<file path="config.mk">
export PLATFORM = sky130hd
export DESIGN_NAME = if_id_skid_stage
export DESIGN_NICKNAME = d
export VERILOG_FILES = /design/src/rtl/if_id_skid_stage.sv
export SDC_FILE = /design/constraint.sdc
export NUM_CORES = 1
export LEC_CHECK = 0
export ABC_AREA = 1
export CAP_MARGIN = 10
export CORE_MARGIN = 10
export CORE_UTILIZATION = 45
export DETAILED_ROUTE_END_ITERATION = 8
export DONT_BUFFER_PORTS = 1
export SLEW_MARGIN = 20
export SYNTH_ARGS = -nofsm -noshare
export SYNTH_HDL_FRONTEND = slang
export SYNTH_SLANG_ARGS = --single-unit
</file>
<file path="constraint.sdc">
create_clock -name clk -period 1.75 [get_ports clk]
set_input_delay 0.2625 -clock clk [delete_from_list [all_inputs] [get_ports clk]]
set_output_delay 0.2625 -clock clk [all_outputs]
set_load 0.01 [all_outputs]
</file>
<file path="src/rtl/if_id_skid_stage.sv">
// IF/ID pipeline stage: valid/ready handshake with a two-entry skid buffer,
// synchronous flush and NOP presentation when no instruction is held.
//
// state | meaning
// ------+-----------------------------------------------
// EMPTY | nothing held, out_valid low, out_ins = NOP_INS
// ONE   | main register holds the head instruction
// FULL  | main holds the head, skid holds the next one
module if_id_skid_stage #(
    parameter int unsigned          PC_W    = 16,
    parameter int unsigned          INS_W   = 16,
    parameter logic [INS_W-1:0]     NOP_INS = {INS_W{1'b0}}
) (
    input  logic             clk,
    input  logic             reset_n,
    input  logic             in_valid,
    output logic             in_ready,
    input  logic [PC_W-1:0]  in_pc,
    input  logic [INS_W-1:0] in_ins,
    input  logic             flush,
    output logic             out_valid,
    input  logic             out_ready,
    output logic [PC_W-1:0]  out_pc,
    output logic [INS_W-1:0] out_ins,
    output logic [1:0]       occupancy
);

    typedef enum logic [1:0] {
        EMPTY = 2'd0,
        ONE   = 2'd1,
        FULL  = 2'd2
    } state_t;

    state_t             state_q, state_d;
    logic [PC_W-1:0]    main_pc_q, main_pc_d;
    logic [INS_W-1:0]   main_ins_q, main_ins_d;
    logic [PC_W-1:0]    skid_pc_q, skid_pc_d;
    logic [INS_W-1:0]   skid_ins_q, skid_ins_d;
    logic               in_fire;
    logic               out_fire;

    // in_ready comes from the state register only, so out_ready never reaches it.
    assign in_ready  = (state_q != FULL) & reset_n;
    assign out_valid = (state_q != EMPTY);
    assign out_ins   = out_valid ? main_ins_q : NOP_INS;
    assign out_pc    = main_pc_q;
    assign occupancy = state_q;

    assign in_fire  = in_valid & in_ready;
    assign out_fire = out_valid & out_ready;

    always_comb begin
        state_d    = state_q;
        main_pc_d  = main_pc_q;
        main_ins_d = main_ins_q;
        skid_pc_d  = skid_pc_q;
        skid_ins_d = skid_ins_q;

        case (state_q)
            EMPTY: begin
                if (in_fire) begin
                    state_d    = ONE;
                    main_pc_d  = in_pc;
                    main_ins_d = in_ins;
                end
            end
            ONE: begin
                if (in_fire && out_fire) begin
                    main_pc_d  = in_pc;
                    main_ins_d = in_ins;
                end else if (in_fire) begin
                    state_d    = FULL;
                    skid_pc_d  = in_pc;
                    skid_ins_d = in_ins;
                end else if (out_fire) begin
                    state_d = EMPTY;
                end
            end
            FULL: begin
                if (out_fire) begin
                    state_d    = ONE;
                    main_pc_d  = skid_pc_q;
                    main_ins_d = skid_ins_q;
                end
            end
            default: state_d = EMPTY;
        endcase

        // Flush only drops validity; payload registers keep their contents so
        // out_pc keeps showing the last head PC.
        if (flush) begin
            state_d    = EMPTY;
            main_pc_d  = main_pc_q;
            main_ins_d = main_ins_q;
            skid_pc_d  = skid_pc_q;
            skid_ins_d = skid_ins_q;
        end
    end

    always_ff @(posedge clk or negedge reset_n) begin
        if (!reset_n) begin
            state_q    <= EMPTY;
            main_pc_q  <= '0;
            main_ins_q <= '0;
            skid_pc_q  <= '0;
            skid_ins_q <= '0;
        end else begin
            state_q    <= state_d;
            main_pc_q  <= main_pc_d;
            main_ins_q <= main_ins_d;
            skid_pc_q  <= skid_pc_d;
            skid_ins_q <= skid_ins_d;
        end
    end

endmodule

</file>
After elaboration in Yosys (flattened, before gate mapping)

Cells that the tools add are included.

Mux-type cells: 16
Reduce and logical (&&, ||, !) cells: 7
Bitwise gates (word level): 5
Eq/ne operators: 10

Operator list:

| kind               | count |
|---|---|
| $mux 16            | 7 |
| $pmux 16 s3        | 2 |
| $mux 2             | 6 |
| $ne 3x3->1 const B | 3 |
| $ne 2x2->1 const B | 4 |
| $reduce_and 4->1   | 2 |
| $pmux 2 s3         | 1 |
| $reduce_and 5->1   | 1 |
| $ne 4x4->1 const B | 1 |
| $and 1x1->1        | 3 |
| $reduce_bool 3->1  | 1 |
| $eq 2x1->1 const B | 1 |
| $eq 2x2->1 const B | 1 |
| $logic_not 2->1    | 1 |
| $not 1->1          | 2 |
| $reduce_bool 2->1  | 1 |
| $logic_and 1x1->1  | 1 |

Word-level logic and storage cells: 43
Input port bits: 37
Output and inout port bits: 36
Register bits after elaboration: 66

Longest topological paths before layout

Depth in word-level cells: 7
Gate-level depth with buffers: 10
Depth with buffers taken out: 9

Least setup slack after synthesis

OpenSTA, ideal clock, no wires.

Path type: register -> register
Start: register state_q[1] (netlist: occupancy[1])
End: register skid_ins_q[0]
Data arrival time: 1.461 ns
Buffers on the path: 3
Setup slack: 0.173 ns
Stages on the path, launching flop included: 10
Clock period less this slack: 1.577 ns
Setup time: 0.116 ns
Required time: 1.634 ns
Cell sequence: dfrtp_1 -> buf_2 -> nor2_1 -> buf_4 -> inv_1 -> nand2_1 -> nand2_2 -> buf_6 -> nand2_1 -> nand2_1

Elaborated cells on any way between the ends: 9
Classes of those cells: eq/ne (2); bitwise (4); reduce/logical (3)

RTL lines:

| item                              | RTL line | text |
|---|---|---|
| start, declared                   | 34       | `state_t state_q, state_d;` |
| start signal, assigned            | 108      | `state_q <= state_d;` |
| $reduce_bool 2->1                 | 44       | `assign out_valid = (state_q != EMPTY);` |
| net out_valid                     | 21       | `output logic out_valid,` |
| $and 1x1->1                       | 50       | `assign out_fire = out_valid & out_ready;` |
| $logic_and 1x1->1                 | 68       | `if (in_fire && out_fire) begin` |
| $not 1->1 (no source line)        | -        |  |
| $reduce_and 4->1 (no source line) | -        |  |
| end signal, assigned              | 112      | `skid_ins_q <= skid_ins_d;` |
| end, declared                     | 38       | `logic [INS_W-1:0] skid_ins_q, skid_ins_d;` |

The timed path passes the listed nets, and every way through them passes these cells.
A chain may end at the register's enable or synchronous reset.

Worst setup path after layout

Start: register state_q[1] (netlist: occupancy[1])
End: output port out_ins[7]

Cells in the longest elaborated chain, start to end: 2

Ends and longest elaborated chain:

| item              | RTL line | text |
|---|---|---|
| $reduce_bool 2->1 | 44       |  |
| $mux 16           | 45       | `assign out_ins = out_valid ? main_ins_q : NOP_INS;` |
| end, declared     | 24       | `output logic [INS_W-1:0] out_ins,` |

No other way between the ends.

==> run metrics <==
Worst R2R Start occupancy[1]$_DFFE_PN0P_; Syn-to-layout area delta 10.3%; Fin Clk Skew 0.00579 ns; drt initial violations 117; WL final 7020 µm; Avg Vias per Cell 5.07; Total Nets Final 394; post-synth cell types 20; Main synth FF type dfrtp_1; CTS tree done; CP delay by family, top flip-flops; # setup viols final 0; Syn Area/Cell 8.79 µm²; largest net degree at the start of global routing 70; critical path type register to primary output; post-layout util 0.506; TNS Setup 0 ns; leading area contributor after synthesis dfrtp_1; WP data arrival 1.40 ns; DP HPWL 4780 µm; P_leak 0.00193 µW; failing checks negative hold slack; CP startpoint occupancy[1]$_DFFE_PN0P_; final worst slack 0.0918 ns; Max clock buf depth 2; clock-pin transition on the worst setup and hold timing paths 0.07 ns; part of the Yosys area used for sequential elements 0.535; minimum clock period after layout 1.66 ns; Chip Width 103 µm; reg2reg setup slack 0.24 ns; maxcap violations 0; worst slew pin tran 0.255 ns; clk sink count 66; number of port buffers 0; Warnings, synthesis 0; Max Fclk 0.603 GHz; Pre-Repair DR Iteration Count 4; Setup WS pre-CTS 0.0507 ns; DRC Markers 0; clk_lat worst skew 0.33 ns; Synth area leaders dfrtp_1 54%, nand2_1 13%, mux2i_1 10%; Cells after Synth 351; flops & latches, synth 66; RSZ-0062 raised after global routing false; Mapped Area 0.00308 mm²; P per Cell Area 1520 mW/mm²; RD Place Congestion 0.831; Setup crit end kind primary output; final hold vios 66; max_slew headroom 0.829; Critical-path top delay cell dfrtp_2; overall routing resource usage 0.138; element type at the critical path start register; fraction of layout cells with a size suffix above 1 0.110; crit-path max cell delay 0.50 ns; htree depth 3; share of flip-flops with an asynchronous set or reset 1.00; first-pass GRT wire length 11500 µm; Mapped Nets 388; antenna violations before repair 0; total CTS buffers 9; number of synthesized flops with an enable pin 0; Die Y 103 µm; Antenna diodes 0; routed vias 2241; CORE AREA 0.00672 mm²; top cells by count, synth 106 x nand2_1, 66 x dfrtp_1, 36 x nand3_1, 32 x o21ai_1, 31 x mux2i_1; worst vdd ir 614 µV; most used cell, CP buf_4; Worst Path Buf+Inv 2; count leader, synth nand2_1; final slew viol count 0; critical-path cell list nor2_4, buf_4, nor2_1, buf_4; Fin Hold WS -0.376 ns; required time worst endpoint 1.49 ns; Initial Utilization 0.459; # IOs 73; status finished with violations; row count 30; Crit Path Max Fanout 8; WL per Instance 15.9 µm; vias in the first global route 2230; HP Class input port to async pin; Remaining Overflow, GRT 0; Yosys top cell area share 0.535; period utilization 0.948; Die ar. 0.0106 mm²; CTS root buf clkbuf_8; Antenna Nets Post-Route 0
==> state kept, by name (all words and copies together), names as in the netlist <==
signal      flops
skid_pc_q      16
occupancy       2
out_pc         16
skid_ins_q     16
main_ins_q     16
==> cell type report <==
cell class	instances	area, µm²
Tap cell	80	100
Multi-Input combinational cell	239	1230
Fill cell	666	3320
Clock buffer	12	155
Timing Repair Buffer	16	145
Inverter	25	93.8
Sequential cell	66	1650
Clock inverter	4	26.3
==> cell families (layout without fill, tap and decap cells) <==
group                  count (synthesis)  in the layout  share of synthesized area
and+or+nand+nor                      169            169                      0.229
DFF                                   66             66                      0.535
buffers and inverters                 46             57                     0.0710
AOI/OAI and AO/OA                     39             39                     0.0637
muxes                                 31             31                      0.101
==> final timing paths <==
kind	endpoint	cells past startpoint
setup / recovery	out_ins[7]	4
hold reg to reg	skid_pc_q[14]$_DFFE_PN0P_	2
setup reg to reg	out_pc[4]$_DFFE_PN0P_	7
max in group asynchronous	skid_pc_q[8]$_DFFE_PN0P_	0
min in group clk	skid_ins_q[0]$_DFFE_PN0P_	2
hold / removal	out_pc[11]$_DFFE_PN0P_	0
==> worst reg2reg max path: stages (launching register included) <==
cell and delay [ns]:
dfrtp_2 0.50, nand2_4 0.12, nand3_2 0.13, a21oi_1 0.20, nand2_2 0.09, buf_12 0.19
nand2_1 0.11, o21ai_1 0.06
==> where the power goes <==
group / total (µW) / switching, µW / internal [µW]
registers: 2780 / 520 / 2260
logic: 1240 / 723 / 518
clock network: 1160 / 573 / 590
==> cells in the final DEF, fill, tap and decap left out <==
| cell | synthesis | layout |
|---|---|---|
| buf_4 | 1 | 14 |
| mux2i_1 | 31 | 31 |
| nand4_1 | 1 | 1 |
| a31oi_1 | 1 | 1 |
| nand2_1 | 106 | 106 |
| nor3_4 | 0 | 1 |
| o21ai_1 | 32 | 32 |
| nor2_4 | 0 | 1 |
| nand2_2 | 2 | 2 |
| nand3_2 | 1 | 1 |
| clkbuf_8 | 0 | 11 |
| dfrtp_2 | 0 | 2 |
| clkbuf_1 | 1 | 1 |
| inv_2 | 1 | 1 |
| o21ai_0 | 4 | 4 |
| dfrtp_1 | 66 | 64 |
| nand3_1 | 36 | 36 |
| a21oi_1 | 2 | 2 |
| nor2_1 | 21 | 20 |
| buf_12 | 0 | 2 |
| clkinvlp_4 | 0 | 1 |
| nand2_4 | 1 | 1 |
| inv_1 | 24 | 24 |
| clkinv_2 | 0 | 2 |
| clkinv_4 | 0 | 1 |
==> metrics by stage <==
| stage | cells | cell area (µm²) | hold slack [ns] | total power [µW] |
|---|---|---|---|---|
| 2_1_floorplan | 351 | 3080 | -0.0331 | 3690 |
| 3_3_place_gp | 426 | 3210 | -0.0309 | 4010 |
| 3_5_place_dp | 426 | 3210 | -0.0310 | 4080 |
| 4_1_cts | 442 | 3400 | -0.398 | 5270 |
| 5_1_grt | 442 | 3400 | -0.405 | 5630 |
| 6_report | 442 | 3400 | -0.376 | 5190 |
==> layer usage <==
layer,part of all wire,track usage,vias up
li1,-,-,1138
met4,0.012,0.0578,0
met5,0,0,-
met1,0.44,0.171,1035
met2,0.46,0.212,59
met3,0.086,0.0509,9
==> what timing repair did <==
item                                    CTS  global route
endpoints found under the hold margin    66            66
buffers inserted                          0             0
pin swaps                                 0             1
resized for setup                         3             1
endpoints found under the setup margin   16             1
(Power assumes the default switching activity.)
